### src/rtl/ring_switch_alloc3_pkg.sv
// Shared ring-network definitions for the 3x3 single-flit switch allocator:
// port count, select/destination encoding, the invalid-destination code and
// the priority pointer reset value.
package ring_switch_alloc3_pkg;

  // Fixed radix: 3 inputs x 3 outputs.
  localparam int NUM_PORTS = 3;

  // Select / destination encoding: value k names port k (0..2).
  typedef logic [1:0] port_idx_t;

  // Destination code that never maps to an output; such packets are dropped.
  localparam port_idx_t DEST_INVALID = 2'd3;

  // Round-robin pointer value after reset: input 0 is looked at first.
  localparam port_idx_t PRIO_RESET = 2'd0;

  // Next port in ring order, wrapping 2 -> 0.
  function automatic port_idx_t next_port(input port_idx_t p);
    return (p == 2'd2) ? 2'd0 : p + 2'd1;
  endfunction

endpackage

### src/rtl/ring_switch_alloc3_if.sv
// Handshake and control bundle between the traffic sources/sinks and the
// ring_switch_alloc3 allocator. master = environment side, slave = allocator.
//
// Handshake semantics (both sides): a packet moves on a rising clk edge when
// its valid and its ready are both high in the cycle before that edge. A
// source holding valid must keep its packet, destination and domain stable
// until it sees ready; ready may depend combinationally on valid/dest.
// in_val/in_rdy form the input side; out_val/out_rdy form the output side.
interface ring_switch_alloc3_if;

  logic [2:0] in_val;
  logic [1:0] in_dest0;
  logic [1:0] in_dest1;
  logic [1:0] in_dest2;
  logic       in_domain0;
  logic       in_domain1;
  logic       in_domain2;
  logic [2:0] in_rdy;

  logic       out0_domain;
  logic       out1_domain;
  logic       out2_domain;
  logic [2:0] out_rdy;
  logic [2:0] out_val;
  logic [1:0] sel0;
  logic [1:0] sel1;
  logic [1:0] sel2;

  logic [2:0] drop_bad_dest;

  modport master (
    output in_val, in_dest0, in_dest1, in_dest2,
    output in_domain0, in_domain1, in_domain2,
    output out0_domain, out1_domain, out2_domain, out_rdy,
    input  in_rdy, out_val, sel0, sel1, sel2, drop_bad_dest
  );

  modport slave (
    input  in_val, in_dest0, in_dest1, in_dest2,
    input  in_domain0, in_domain1, in_domain2,
    input  out0_domain, out1_domain, out2_domain, out_rdy,
    output in_rdy, out_val, sel0, sel1, sel2, drop_bad_dest
  );

endinterface

### src/rtl/ring_switch_alloc3_vc_RRArb3.sv
// vc_RRArb3: 3-requester round-robin arbiter. The priority pointer names the
// requester checked first; after a grant it moves to the one after the winner.
// With i_en low no grant is issued and the pointer holds.
module vc_RRArb3
  import ring_switch_alloc3_pkg::*;
(
  input  logic      clk,
  input  logic      reset,
  input  logic      i_en,
  input  logic [2:0] i_req,
  output logic [2:0] o_gnt,
  output port_idx_t o_gnt_idx,
  output logic      o_any,
  output port_idx_t o_prio
);

  port_idx_t r_prio;
  port_idx_t w_prio_nxt;
  port_idx_t w_c0;
  port_idx_t w_c1;
  port_idx_t w_c2;
  logic [3:0] w_req4;
  port_idx_t w_idx;
  logic      w_any;

  assign w_c0   = r_prio;
  assign w_c1   = next_port(w_c0);
  assign w_c2   = next_port(w_c1);
  assign w_req4 = {1'b0, i_req};

  // Pick the first requester in ring order starting at the pointer.
  always_comb begin
    w_any = 1'b0;
    w_idx = r_prio;
    if (i_en) begin
      if (w_req4[w_c0]) begin
        w_any = 1'b1;
        w_idx = w_c0;
      end else if (w_req4[w_c1]) begin
        w_any = 1'b1;
        w_idx = w_c1;
      end else if (w_req4[w_c2]) begin
        w_any = 1'b1;
        w_idx = w_c2;
      end
    end
    w_prio_nxt = w_any ? next_port(w_idx) : r_prio;
  end

  // Priority pointer register.
  always_ff @(posedge clk or posedge reset) begin
    if (reset) r_prio <= PRIO_RESET;
    else       r_prio <= w_prio_nxt;
  end

  assign o_gnt     = {w_any & (w_idx == 2'd2), w_any & (w_idx == 2'd1), w_any & (w_idx == 2'd0)};
  assign o_gnt_idx = w_idx;
  assign o_any     = w_any;
  assign o_prio    = r_prio;

endmodule

### src/rtl/ring_switch_alloc3.sv
// ring_switch_alloc3: switch allocator for a 3x3 single-flit ring crossbar.
// Each output owns a round-robin arbiter; a granted input is routed by a
// registered select one cycle later. Packets with destination 3 are consumed
// and reported on drop_bad_dest. No datapath lives here.
// Optional feature macro: RING_SWITCH_ALLOC_DOMAIN_CHECK_EN -- when defined an
// input may only be granted to an output of the same security domain.
module ring_switch_alloc3
  import ring_switch_alloc3_pkg::*;
(
  input  logic                 clk,
  input  logic                 reset,
  ring_switch_alloc3_if.slave  bus,
  output logic [5:0]           o_dbg_prio
);

  port_idx_t             w_dest     [NUM_PORTS];
  logic [NUM_PORTS-1:0]  w_in_dom;
  logic [NUM_PORTS-1:0]  w_out_dom;
  logic [NUM_PORTS-1:0]  w_dom_ok   [NUM_PORTS];
  logic [NUM_PORTS-1:0]  w_req      [NUM_PORTS];
  logic [NUM_PORTS-1:0]  w_gnt      [NUM_PORTS];
  port_idx_t             w_gnt_idx  [NUM_PORTS];
  port_idx_t             w_prio     [NUM_PORTS];
  logic [NUM_PORTS-1:0]  w_any;
  logic [NUM_PORTS-1:0]  w_free;
  logic [NUM_PORTS-1:0]  w_bad;
  logic [NUM_PORTS-1:0]  w_in_rdy;

  logic [NUM_PORTS-1:0]  r_out_val;
  port_idx_t             r_sel      [NUM_PORTS];
  logic [NUM_PORTS-1:0]  r_drop;

  assign w_dest[0] = bus.in_dest0;
  assign w_dest[1] = bus.in_dest1;
  assign w_dest[2] = bus.in_dest2;
  assign w_in_dom  = {bus.in_domain2, bus.in_domain1, bus.in_domain0};
  assign w_out_dom = {bus.out2_domain, bus.out1_domain, bus.out0_domain};

`ifdef RING_SWITCH_ALLOC_DOMAIN_CHECK_EN
  // Input i may target output j only inside the same security domain.
  always_comb begin
    for (int i = 0; i < NUM_PORTS; i++) begin
      w_dom_ok[i] = '0;
      for (int j = 0; j < NUM_PORTS; j++) begin
        w_dom_ok[i][j] = (w_in_dom[i] == w_out_dom[j]);
      end
    end
  end
`else
  logic w_unused_dom;
  assign w_unused_dom = ^{w_in_dom, w_out_dom};

  // Domain checking disabled: every input may target every output.
  always_comb begin
    for (int i = 0; i < NUM_PORTS; i++) begin
      w_dom_ok[i] = '1;
    end
  end
`endif

  // Request matrix, one requester vector per output; dest 3 matches none.
  always_comb begin
    for (int j = 0; j < NUM_PORTS; j++) begin
      w_req[j] = '0;
      for (int i = 0; i < NUM_PORTS; i++) begin
        w_req[j][i] = bus.in_val[i] & (w_dest[i] == port_idx_t'(j)) & w_dom_ok[i][j];
      end
    end
  end

  // An output can take a new packet when empty or draining this cycle.
  assign w_free = ~r_out_val | bus.out_rdy;

  for (genvar j = 0; j < NUM_PORTS; j++) begin : g_arb
    vc_RRArb3 u_arb (
      .clk       (clk),
      .reset     (reset),
      .i_en      (w_free[j] & ~reset),
      .i_req     (w_req[j]),
      .o_gnt     (w_gnt[j]),
      .o_gnt_idx (w_gnt_idx[j]),
      .o_any     (w_any[j]),
      .o_prio    (w_prio[j])
    );
  end

  // Input ready: granted somewhere, or carrying an undeliverable dest.
  always_comb begin
    for (int i = 0; i < NUM_PORTS; i++) begin
      w_bad[i] = bus.in_val[i] & (w_dest[i] == DEST_INVALID);
    end
    w_in_rdy = w_bad;
    for (int j = 0; j < NUM_PORTS; j++) begin
      w_in_rdy = w_in_rdy | w_gnt[j];
    end
    if (reset) w_in_rdy = '0;
  end

  // Output valid/select registers and the drop pulse.
  always_ff @(posedge clk or posedge reset) begin
    if (reset) begin
      r_out_val <= '0;
      r_drop    <= '0;
      for (int j = 0; j < NUM_PORTS; j++) r_sel[j] <= '0;
    end else begin
      for (int j = 0; j < NUM_PORTS; j++) begin
        if (w_free[j]) begin
          r_out_val[j] <= w_any[j];
          if (w_any[j]) r_sel[j] <= w_gnt_idx[j];
        end
      end
      r_drop <= w_bad;
    end
  end

  assign bus.in_rdy        = w_in_rdy;
  assign bus.out_val       = r_out_val;
  assign bus.sel0          = r_sel[0];
  assign bus.sel1          = r_sel[1];
  assign bus.sel2          = r_sel[2];
  assign bus.drop_bad_dest = r_drop;
  assign o_dbg_prio        = {w_prio[2], w_prio[1], w_prio[0]};

endmodule

### src/flat_wrapper.sv
// flat-port wrapper written by rule: the top's interface ports become plain ports
module ring_switch_alloc3_flat import ring_switch_alloc3_pkg::*;
  (clk, reset, o_dbg_prio, bus_in_val, bus_in_dest0, bus_in_dest1, bus_in_dest2, bus_in_domain0, bus_in_domain1, bus_in_domain2, bus_out0_domain, bus_out1_domain, bus_out2_domain, bus_out_rdy, bus_in_rdy, bus_out_val, bus_sel0, bus_sel1, bus_sel2, bus_drop_bad_dest);
  ring_switch_alloc3_if bus_i ();
  input  logic clk;
  input  logic reset;
  output logic [5:0] o_dbg_prio;
  input wire logic [$bits(bus_i.in_val)-1:0] bus_in_val;
  input wire logic [$bits(bus_i.in_dest0)-1:0] bus_in_dest0;
  input wire logic [$bits(bus_i.in_dest1)-1:0] bus_in_dest1;
  input wire logic [$bits(bus_i.in_dest2)-1:0] bus_in_dest2;
  input wire logic [$bits(bus_i.in_domain0)-1:0] bus_in_domain0;
  input wire logic [$bits(bus_i.in_domain1)-1:0] bus_in_domain1;
  input wire logic [$bits(bus_i.in_domain2)-1:0] bus_in_domain2;
  input wire logic [$bits(bus_i.out0_domain)-1:0] bus_out0_domain;
  input wire logic [$bits(bus_i.out1_domain)-1:0] bus_out1_domain;
  input wire logic [$bits(bus_i.out2_domain)-1:0] bus_out2_domain;
  input wire logic [$bits(bus_i.out_rdy)-1:0] bus_out_rdy;
  output wire logic [$bits(bus_i.in_rdy)-1:0] bus_in_rdy;
  output wire logic [$bits(bus_i.out_val)-1:0] bus_out_val;
  output wire logic [$bits(bus_i.sel0)-1:0] bus_sel0;
  output wire logic [$bits(bus_i.sel1)-1:0] bus_sel1;
  output wire logic [$bits(bus_i.sel2)-1:0] bus_sel2;
  output wire logic [$bits(bus_i.drop_bad_dest)-1:0] bus_drop_bad_dest;
  assign bus_i.in_val = bus_in_val;
  assign bus_i.in_dest0 = bus_in_dest0;
  assign bus_i.in_dest1 = bus_in_dest1;
  assign bus_i.in_dest2 = bus_in_dest2;
  assign bus_i.in_domain0 = bus_in_domain0;
  assign bus_i.in_domain1 = bus_in_domain1;
  assign bus_i.in_domain2 = bus_in_domain2;
  assign bus_i.out0_domain = bus_out0_domain;
  assign bus_i.out1_domain = bus_out1_domain;
  assign bus_i.out2_domain = bus_out2_domain;
  assign bus_i.out_rdy = bus_out_rdy;
  assign bus_in_rdy = bus_i.in_rdy;
  assign bus_out_val = bus_i.out_val;
  assign bus_sel0 = bus_i.sel0;
  assign bus_sel1 = bus_i.sel1;
  assign bus_sel2 = bus_i.sel2;
  assign bus_drop_bad_dest = bus_i.drop_bad_dest;
  ring_switch_alloc3 u_core (.clk(clk), .reset(reset), .bus(bus_i), .o_dbg_prio(o_dbg_prio));
endmodule
### config.mk
export PLATFORM = sky130hd
export DESIGN_NAME = ring_switch_alloc3_flat
export DESIGN_NICKNAME = d
export VERILOG_FILES = /design/src/rtl/ring_switch_alloc3_pkg.sv /design/src/rtl/ring_switch_alloc3_if.sv /design/src/rtl/ring_switch_alloc3_vc_RRArb3.sv /design/src/rtl/ring_switch_alloc3.sv /design/src/flat_wrapper.sv
export SDC_FILE = /design/constraint.sdc
export NUM_CORES = 1
export LEC_CHECK = 0
export BUFFER_PORTS_ARGS = -buffer_cell sky130_fd_sc_hd__buf_2
export CORE_UTILIZATION = 40
export CTS_BUF_LIST = sky130_fd_sc_hd__clkbuf_8
export CTS_CLUSTER_SIZE = 25
export DETAILED_ROUTE_END_ITERATION = 6
export GPL_ROUTABILITY_DRIVEN = 1
export PLACE_DENSITY = 0.68
export SYNTH_ARGS = -nofsm -noshare
export SYNTH_HDL_FRONTEND = slang
export SYNTH_SLANG_ARGS = --single-unit
### constraint.sdc
create_clock -name clk -period 4.5 [get_ports clk]
set_input_delay 0.675 -clock clk [delete_from_list [all_inputs] [get_ports clk]]
set_output_delay 0.675 -clock clk [all_outputs]
set_load 0.1 [all_outputs]
=== After elaboration in Yosys (flattened, before gate mapping) ===
Index checks and enable logic that the tools add are counted.

* Word-level logic and storage cells: 140
* Flip-flop bits (word level): 18
* Output and inout port bits: 21
* Bits of input ports: 20

* Reduce and logical (&&, ||, !) cells: 9
* Add/sub/neg operators: 9
* Bitwise logic cells: 30
* Equal/unequal tests: 21
* Multiplexer cells: 52
* Magnitude comparators: 9

{| class="wikitable"
|+ Operators with widths
! kind !! number
|-
| 2-bit 2-to-1 mux || 21
|-
| 2-bit == test, second input constant || 15
|-
| 2-bit by 3-bit < comparator with 1-bit output, second input constant || 9
|-
| 1-bit bitwise AND || 24
|-
| 1-bit 2-to-1 mux || 21
|-
| 2-bit by 1-bit adder with 2-bit output, second input constant || 9
|-
| 1-bit binary-select mux with 2-bit select || 9
|-
| 2-bit by 1-bit == test with 1-bit output, second input constant || 6
|-
| 2-bit zero test || 6
|-
| 3-bit OR || 4
|-
| 2-bit AND reduction || 3
|-
| 3-bit 2-to-1 mux || 1
|-
| 3-bit NOT || 1
|-
| 1-bit NOT || 1
|}

=== Longest topological paths before layout ===
Gate-level depths: netlist (run 1).

* Depth after elaboration: 16
* Gate-level depth with buffers: 5
* Gate-level depth less buffers: 5

=== Cells and area by module ===
A second synthesis (run 1) with hierarchy kept.

* Cells, all modules: 172
* Area total of the unflattened synthesis: 1,483.9 µm²

{| class="wikitable"
|+ By module, submodules not included
! module !! times used !! cells each !! seq. area each (µm²) !! area each (µm²)
|-
| vc_RRArb3 || 3 || 40 || 50.0 || 281.5
|-
| ring_switch_alloc3 || 1 || 52 || 300.3 || 639.4
|}

=== Worst setup path after synthesis (run 1) ===
No wires, ideal clock.

* Path type: reg-to-output
* From: register u_core.g_arb[2].u_arb.r_prio[1]
* To: output port bus_in_rdy[0]
* Data required time: 3.825 ns
* Arrival time: 3.350 ns
* Path slack: 0.475 ns
* Stages on the path, launching flop included: 6
* Buffers on the path: 1
* Cells stage by stage: dfrtp_1 -> clkbuf_1 -> inv_1 -> o211ai_1 -> o211ai_1 -> a41oi_1

* Longest elaborated chain between the ends: 14
* Elaborated cells on any way between the ends: 24
* Classes of those cells: add/sub: 2; eq/ne: 2; mux: 17; bitwise: 2; reduce/logical: 1

{| class="wikitable"
|+ RTL lines
! what !! RTL line !! RTL
|-
| from (decl) || ring_switch_alloc3_vc_RRArb3.sv:17 || <nowiki>port_idx_t r_prio;</nowiki>
|-
| from (signal assigned) || ring_switch_alloc3_vc_RRArb3.sv:53 || <nowiki>else r_prio <= w_prio_nxt;</nowiki>
|-
| 2-bit by 1-bit adder with 2-bit output or 2-bit == test (tied branches) || ring_switch_alloc3_pkg.sv:20 || <nowiki>return (p == 2'd2) ? 2'd0 : p + 2'd1;</nowiki>
|-
| 2-bit 2-to-1 mux || ring_switch_alloc3_pkg.sv:20 ||
|-
| 2-bit by 1-bit adder with 2-bit output or 2-bit == test (tied branches) || ring_switch_alloc3_pkg.sv:20 ||
|-
| 2-bit 2-to-1 mux || ring_switch_alloc3_pkg.sv:20 ||
|-
| 1-bit binary-select mux with 2-bit select || ring_switch_alloc3_vc_RRArb3.sv:42 || <nowiki>end else if (w_req4[w_c2]) begin</nowiki>
|-
| 1-bit 2-to-1 mux (implied by the code) || ring_switch_alloc3_vc_RRArb3.sv:42 ||
|-
| 2-bit 2-to-1 mux || ring_switch_alloc3_vc_RRArb3.sv:42 ||
|-
| 2-bit 2-to-1 mux || ring_switch_alloc3_vc_RRArb3.sv:39 || <nowiki>end else if (w_req4[w_c1]) begin</nowiki>
|-
| 2-bit 2-to-1 mux || ring_switch_alloc3_vc_RRArb3.sv:36 || <nowiki>if (w_req4[w_c0]) begin</nowiki>
|-
| 2-bit 2-to-1 mux || ring_switch_alloc3_vc_RRArb3.sv:35 || <nowiki>if (i_en) begin</nowiki>
|-
| 2-bit zero test || ring_switch_alloc3_vc_RRArb3.sv:56 || <nowiki>assign o_gnt = {w_any & (w_idx == 2'd2), w_any & (w_idx == 2'd1), w_any & (w_idx == 2'd0)};</nowiki>
|-
| 1-bit bitwise AND * || ring_switch_alloc3_vc_RRArb3.sv:56 ||
|-
| 3-bit OR * || ring_switch_alloc3.sv:94 || <nowiki>w_in_rdy = w_in_rdy | w_gnt[j];</nowiki>
|-
| 3-bit 2-to-1 mux * || ring_switch_alloc3.sv:96 || <nowiki>if (reset) w_in_rdy = '0;</nowiki>
|-
| to (decl) || flat_wrapper.sv:19 || <nowiki>output wire logic [$bits(bus_i.in_rdy)-1:0] bus_in_rdy;</nowiki>
|}

Mark *: on every way between the ends. The rest lies on a longest branch, timed or not. The select of a mux whose other input is x is not followed.

=== Worst setup path after layout (run 1) ===
* From: input port reset
* To: output port bus_in_rdy[1]

* Longest elaborated chain between the ends: 9
* Elaborated cells on any way between the ends: 20
* Classes of those cells: eq/ne: 3; mux: 7; bitwise: 10

{| class="wikitable"
|+ RTL lines
! what !! RTL line !! RTL
|-
| from (decl) || flat_wrapper.sv:6 || <nowiki>input logic reset;</nowiki>
|-
| 1-bit NOT || ring_switch_alloc3.sv:78 || <nowiki>.i_en (w_free[j] & ~reset),</nowiki>
|-
| 1-bit bitwise AND || ring_switch_alloc3.sv:78 ||
|-
| 2-bit 2-to-1 mux || ring_switch_alloc3_vc_RRArb3.sv:35 ||
|-
| 2-bit by 1-bit == test with 1-bit output || ring_switch_alloc3_vc_RRArb3.sv:56 ||
|-
| 1-bit bitwise AND || ring_switch_alloc3_vc_RRArb3.sv:56 ||
|-
| 3-bit OR (3 in series) || ring_switch_alloc3.sv:94 ||
|-
| 3-bit 2-to-1 mux * || ring_switch_alloc3.sv:96 ||
|}

Mark *: on every way between the ends. The rest lies on a longest branch, timed or not.

==> results of run 1 <==
## layout by cell type, fill, tap and decap left out, drive strengths merged, types with 2 or more instances in the layout
cell	synthesis	layout
a21o	4	4
a21oi	12	12
a32oi	2	2
and3	2	2
and3b	3	3
buf	1	35
clkbuf	2	4
dfrtp	18	18
inv	9	9
nand2	17	17
nand2b	3	3
nand3	3	3
nand3b	7	7
nor2	7	7
nor3	3	3
nor3b	4	4
o211ai	2	2
o21ai	8	8
## worst max-delay path by stage
| stage | depth (start not counted) | from | endpoint | slack [ns] |
|---|---|---|---|---|
| final | 7 | reset | bus_in_rdy[1] | 1.21 |
| after global placement | 7 | reset | bus_in_rdy[1] | 1.19 |
| after detailed placement | 7 | reset | bus_in_rdy[1] | 1.16 |
| after global routing | 7 | reset | bus_in_rdy[1] | 1.00 |
| after CTS | 7 | reset | bus_in_rdy[1] | 1.15 |
| after floorplan | 5 | u_core.g_arb[2].u_arb.o_prio[1] | bus_in_rdy[0] | 0.47 |
## critical path: cells and delay by family
kind | cells | cell delay [ns]
AND/OR/NAND/NOR | 1 | 0.07
buffers and inverters | 3 | 0.94
AO/OA/AOI/OAI | 3 | 0.93
## metrics by stage
stage | cell area [µm²] | total power, mW | utilization, %
2_1_floorplan | 1130 | 0.551 | -
3_3_place_gp | 1330 | 0.608 | 51.9
3_5_place_dp | 1330 | 0.612 | 51.9
4_1_cts | 1390 | 0.748 | 54.0
5_1_grt | 1390 | 0.777 | 54.0
6_report | 1390 | 0.741 | 54.0
## where the power goes
| part | switching, mW | internal (mW) |
|---|---|---|
| Sequential | 0.0399 | 0.192 |
| Clock | 0.0559 | 0.0777 |
| Combinational | 0.311 | 0.0651 |
| Total | 0.407 | 0.335 |
## flip-flops by register name, indices dropped and copies added, names as in the netlist
signal                     flops
u_core.bus.out_val             3
u_core.bus.drop_bad_dest       3
u_core.bus.sel1                2
u_core.bus.sel0                2
u_core.g_arb.u_arb.o_prio      6
u_core.bus.sel2                2
## per-layer routing
layer / GRT usage (%) / up-vias / wire, µm
li1: - / 544 / -
met1: 25.9 / 500 / 1180
met2: 33.1 / 29 / 1280
met3: 2.46 / 2 / 140
met4: 6.25 / 0 / 19
met5: 0 / - / 0
## synthesized netlist by cell type (3+ instances only)
cell type / number / area [µm²]
nand3b_1: 7 / 52.6
nand2_1: 16 / 60.1
o21ai_1: 5 / 25.0
a21o_1: 4 / 30.0
nand3_1: 3 / 15.0
dfrtp_1: 18 / 450
nand2b_1: 3 / 18.8
inv_1: 9 / 33.8
nor3_1: 3 / 15.0
a21oi_1: 12 / 60.1
nor3b_2: 3 / 37.5
o21ai_0: 3 / 15.0
nor2_1: 6 / 22.5
## layout make-up
cell class / count / area share, %
multi-input combinational: 97 / 45.6
clock buffer: 4 / 3.97
inverter: 9 / 2.43
tap: 30 / 2.71
sequential: 18 / 32.5
timing repair buffer: 35 / 12.8
## logic make-up (layout without fill, tap and decap cells)
logic type / after synthesis / in the layout / share of synthesized area (%)
and+or+nand+nor: 54 / 54 / 29.2
AOI/OAI and AO/OA: 43 / 43 / 26.8
DFF: 18 / 18 / 39.9
buffers and inverters: 12 / 48 / 4.10
==> impl_metrics.env, run 1 <==
export IMPL_period_needed_ns=3.29
export IMPL_reg2reg_from="u_core.g_arb[1].u_arb.o_prio[1]"
export IMPL_cts_tree="yes"
export IMPL_io_pins=41
export IMPL_grt_max_degree=15
export IMPL_finalSetupViolCount=0
export IMPL_worstHoldEndpoint="u_core.bus.sel0[0]"
export IMPL_finalCritPeriodShare_pct=73.2
export IMPL_synth_edf_count=0
export IMPL_cts_resized=0
export IMPL_setup_ws_ns=1.21
export IMPL_num_antenna_cells=0
export IMPL_yosys_warnings=0
export IMPL_grt_pass1_vias=910
export IMPL_syn_nets=147
export IMPL_final_antenna_net_count=0
export IMPL_worstSetupPathType="primary input to output port"
export IMPL_synth_distinct_cells=44
export IMPL_path_common_cell="buf_2"
export IMPL_ir_worst_vdd_mv=0.333
export IMPL_max_stage_delay_ns=0.44
export IMPL_reg2reg_slack_ns=3.05
export IMPL_cp_arrival_ns=2.62
export IMPL_cp_end_kind="output port"
export IMPL_hold_viol=0
export IMPL_multi_input_area_um2=633
export IMPL_portBuffers=34
export IMPL_reg2reg_depth=4
export IMPL_ys_ff_latch=18
export IMPL_drt_wl_total_mm=2.62
export IMPL_grt_util_all_layers_pct=19.7
export IMPL_finalNetCount=184
export IMPL_place_ws_ns=1.16
export IMPL_skew_ns=0.00148
export IMPL_cts_clk_slew_worst_paths_ns=0.07
export IMPL_die_x_um=55.1
export IMPL_drc=0
export IMPL_fin_cells=193
export IMPL_antenna_found_initial=0
export IMPL_syn_to_final_growth_pct=22.8
export IMPL_path_cells="buf_2 -> inv_1 -> o21a_1 -> nand2_1 -> a211oi_1 -> o41a_1 -> buf_2"
export IMPL_cts_root_buffer="clkbuf_8"
export IMPL_fill_cells=253
export IMPL_syn_area_per_cell_um2=8.90
export IMPL_overflow=0
export IMPL_whs_ns=0.480
export IMPL_ys_seq_area_share_pct=39.9
export IMPL_die_area_um2=3040
export IMPL_dpl_hpwl_mm=2.10
export IMPL_core_area_um2=2570
export IMPL_finalMaxSlewViolations=0
export IMPL_powerDensity_nw_per_um2=534
export IMPL_htreeDepth=1
export IMPL_grt_pass1_wl_mm=4.20
export IMPL_initial_core_util_pct=44.0
export IMPL_ctsHoldBuffers=0
export IMPL_cts_inserted_buffers=3
export IMPL_insertion_delay_ns=0.25
export IMPL_fmaxAchievable_mhz=304
export IMPL_start_kind="primary input"
export IMPL_hold_path_depth=1
export IMPL_ff_latch_area_um2=450
export IMPL_cp_slowest_cell="a211oi_1"
export IMPL_dp_cells=189
export IMPL_required_ns=3.83
export IMPL_drt_vias_per_instance=5.57
export IMPL_rsz0062_at_grt="no"
export IMPL_max_slew_margin_rel_pct=68.0
export IMPL_leakage_nw=0.727
export IMPL_hold_start="u_core.bus.sel0[0]"
export IMPL_firstDrtPassIters=4
export IMPL_place_congestion=0.849
export IMPL_synth_cells=127
export IMPL_r2r_end="u_core.bus.sel1[0]"
export IMPL_outcome="finished clean"
export IMPL_clk_path_buf_depth=2
export IMPL_cts_sinks=18
export IMPL_avgRoutedWirePerCell_um=13.5
export IMPL_fin_setup_tns_ns=0
export IMPL_post_cts_buffers=0
export IMPL_hold_class="register to register"
export IMPL_maxCapViolCount=0
export IMPL_drt_initial_drc_count=31
export IMPL_fp_dieH_um=55.1
export IMPL_rows=18
export IMPL_netlist_area_um2=1130
export IMPL_num_vias=1075
export IMPL_drive_gt1_share_pct=30.1
export IMPL_crit_path_max_fanout=14
export IMPL_async_reset_ff_share_pct=100
export IMPL_worst_pin_slew_ns=0.477
export IMPL_synthFlopType="dfrtp_1"
(Power assumes the default switching activity.)
==> run 2, diff against run 1 <==
--- a/config.mk
+++ b/config.mk
@@ -5,13 +5,14 @@
 export SDC_FILE = /design/constraint.sdc
 export NUM_CORES = 1
 export LEC_CHECK = 0
+export ABC_AREA = 1
 export BUFFER_PORTS_ARGS = -buffer_cell sky130_fd_sc_hd__buf_2
 export CORE_UTILIZATION = 40
 export CTS_BUF_LIST = sky130_fd_sc_hd__clkbuf_8
 export CTS_CLUSTER_SIZE = 25
 export DETAILED_ROUTE_END_ITERATION = 6
 export GPL_ROUTABILITY_DRIVEN = 1
-export PLACE_DENSITY = 0.68
+export PLACE_DENSITY = 0.66
 export SYNTH_ARGS = -nofsm -noshare
 export SYNTH_HDL_FRONTEND = slang
 export SYNTH_SLANG_ARGS = --single-unit
==> constraint.sdc (replaced) <==
create_clock -name clk -period 3.43 [get_ports clk]
set_input_delay 0.5145 -clock clk [delete_from_list [all_inputs] [get_ports clk]]
set_output_delay 0.5145 -clock clk [all_outputs]
set_load 0.1 [all_outputs]
==> run 2 against run 1 <==
Compared with the run above:
- register-to-register slack got worse by 1.3 ns
- worst hold slack worse by 0.12 ns
- first-iteration DRC count is 150% higher
- clock skew rose by 0.0019 ns
==> impl_metrics.env, run 2 <==
export IMPL_core_area_um2=3130
export IMPL_num_vias=1436
export IMPL_synth_area_leaders="dfrtp_1 34%, nand2_1 19%, nand3_1 9.3%, nor2_1 9.2%, inv_1 8.4%"
export IMPL_syn_to_final_growth_pct=24.3
export IMPL_yosys_warnings=0
export IMPL_antenna_found_initial=0
export IMPL_grt_pass1_wl_mm=5.32
export IMPL_cts_tree="yes"
export IMPL_largest_reg_flops=6
export IMPL_netlist_area_um2=1340
export IMPL_rows=20
export IMPL_cp_end_kind="output port"
export IMPL_cp_arrival_ns=2.24
export IMPL_maxCapViolCount=0
export IMPL_finalMaxSlewViolations=0
export IMPL_grt_max_degree=11
export IMPL_fill_cells=331
export IMPL_max_slew_margin_rel_pct=67.5
export IMPL_synth_distinct_cells=19
export IMPL_portBuffers=34
export IMPL_cts_root_buffer="clkbuf_8"
export IMPL_syn_nets=237
export IMPL_drt_wl_total_mm=3.27
export IMPL_fin_setup_tns_ns=0
export IMPL_num_antenna_cells=0
export IMPL_ys_ff_latch=18
export IMPL_finalSetupViolCount=0
export IMPL_overflow=0
export IMPL_start_kind="register"
export IMPL_fp_dieH_um=59.9
export IMPL_initial_core_util_pct=42.8
export IMPL_finalNetCount=277
export IMPL_drt_initial_drc_count=77
export IMPL_synth_edf_count=0
export IMPL_firstDrtPassIters=4
export IMPL_grt_util_all_layers_pct=20.1
export IMPL_drc=0
export IMPL_io_pins=41
export IMPL_outcome="finished clean"
export IMPL_clk_path_buf_depth=2
export IMPL_finalCritPeriodShare_pct=80.3
export IMPL_grt_pass1_vias=1243
export IMPL_synth_top_cell_by_area="dfrtp_1"
export IMPL_drive_gt1_share_pct=23.0
export IMPL_avgRoutedWirePerCell_um=10.9
export IMPL_synthTopCellsByCount="68 x nand2_1, 33 x nor2_1, 30 x inv_1, 25 x nand3_1, 18 x dfrtp_1"
export IMPL_async_reset_ff_share_pct=100
export IMPL_yosysMostFrequentCell="nand2_1"
export IMPL_final_cell_mix="68 x nand2_1, 32 x buf_2, 31 x nor2_1"
export IMPL_die_area_um2=3590
export IMPL_dp_cells=296
export IMPL_fmaxAchievable_mhz=363
export IMPL_drt_vias_per_instance=4.79
export IMPL_cts_clk_slew_worst_paths_ns=0.07
export IMPL_cts_resized=0
export IMPL_period_needed_ns=2.76
export IMPL_place_congestion=0.891
export IMPL_hold_viol=0
export IMPL_mostFrequentLayoutCell="nand2_1"
export IMPL_rsz0062_at_grt="no"
export IMPL_crit_path_max_fanout=8
export IMPL_fin_cells=300
export IMPL_htreeDepth=1
export IMPL_synth_cells=217
export IMPL_hold_class="primary input to async pin"
export IMPL_cts_sinks=18
export IMPL_cts_inserted_buffers=3
export IMPL_post_cts_buffers=0
export IMPL_worstSetupPathType="register to output port"
export IMPL_ctsHoldBuffers=0
export IMPL_skew_ns=0.00342
export IMPL_insertion_delay_ns=0.25
export IMPL_ys_seq_area_share_pct=33.6
export IMPL_syn_area_per_cell_um2=6.18
export IMPL_dpl_hpwl_mm=2.70
export IMPL_synthFlopType="dfrtp_1"
export IMPL_yosysTopAreaCellShare_pct=33.6
export IMPL_worst_pin_slew_ns=0.490
export IMPL_die_x_um=59.9
export IMPL_required_ns=2.92
export IMPL_final_antenna_net_count=0
## run 2: logic make-up (layout without fill, tap and decap cells)
kind of cell           count (synthesis)  in the layout  share of synthesized area [%]
DFF                                   18             18                           33.6
AOI/OAI and AO/OA                     21             21                           9.90
buffers and inverters                 36             75                           10.2
and+or+nand+nor                      142            142                           46.3
## run 2: metal layers
metal,vias up,global-route usage [%],part of all wire (%)
met5,-,0,0
met4,0,1.99,0.18
met3,2,5.19,4.2
met2,34,34.0,49
met1,637,26.5,46
li1,763,-,-
## run 2: worst paths after layout
path / from / to / slack, ns / cells past startpoint
max: u_core.g_arb[1].u_arb.o_prio[1] / bus_in_rdy[2] / 0.67 / 10
min: reset / u_core.bus.drop_bad_dest[2] / 0.36 / 3
max reg2reg: u_core.g_arb[1].u_arb.o_prio[1] / u_core.g_arb[1].u_arb.o_prio[1] / 1.77 / 8
min reg2reg: u_core.bus.sel0[0] / u_core.bus.sel0[0] / 0.48 / 2
max in group asynchronous: reset / u_core.g_arb[1].u_arb.o_prio[1] / 2.93 / 3
min in group clk: bus_out_rdy[1] / u_core.bus.out_val[1] / 0.45 / 2
## run 2: through the flow
step | setup slack, ns | instance area (µm²) | util [%] | hold WS [ns]
2_1_floorplan | 0.148 | 1350 | - | 0.473
3_3_place_gp | 0.740 | 1610 | 51.5 | 0.460
3_5_place_dp | 0.733 | 1610 | 51.5 | 0.464
4_1_cts | 0.677 | 1670 | 53.2 | 0.368
5_1_grt | 0.496 | 1670 | 53.2 | 0.385
6_report | 0.675 | 1670 | 53.2 | 0.362
## run 2: layout make-up
type	instances	area [µm²]	area share [%]
timing repair buffer	36	215	12.9
inverter	35	131	7.89
tap	44	55.1	3.31
clock buffer	4	55.1	3.31
sequential	18	450	27.0
multi-input combinational	163	758	45.5
## run 2: critical path, stage by stage, from the launching register on
cell and delay, ns:
dfrtp_1 0.48, nor2_1 0.25, nand4_1 0.22, nand3_2 0.16, o21ai_4 0.08, inv_2 0.08, nand2_1 0.09, nand3_1 0.10
nor2_1 0.05, nor2_2 0.06, buf_2 0.42
Power of run 2 is not shown: default switching activity piles up to over one toggle a cycle in this logic, so the estimate is an artifact.
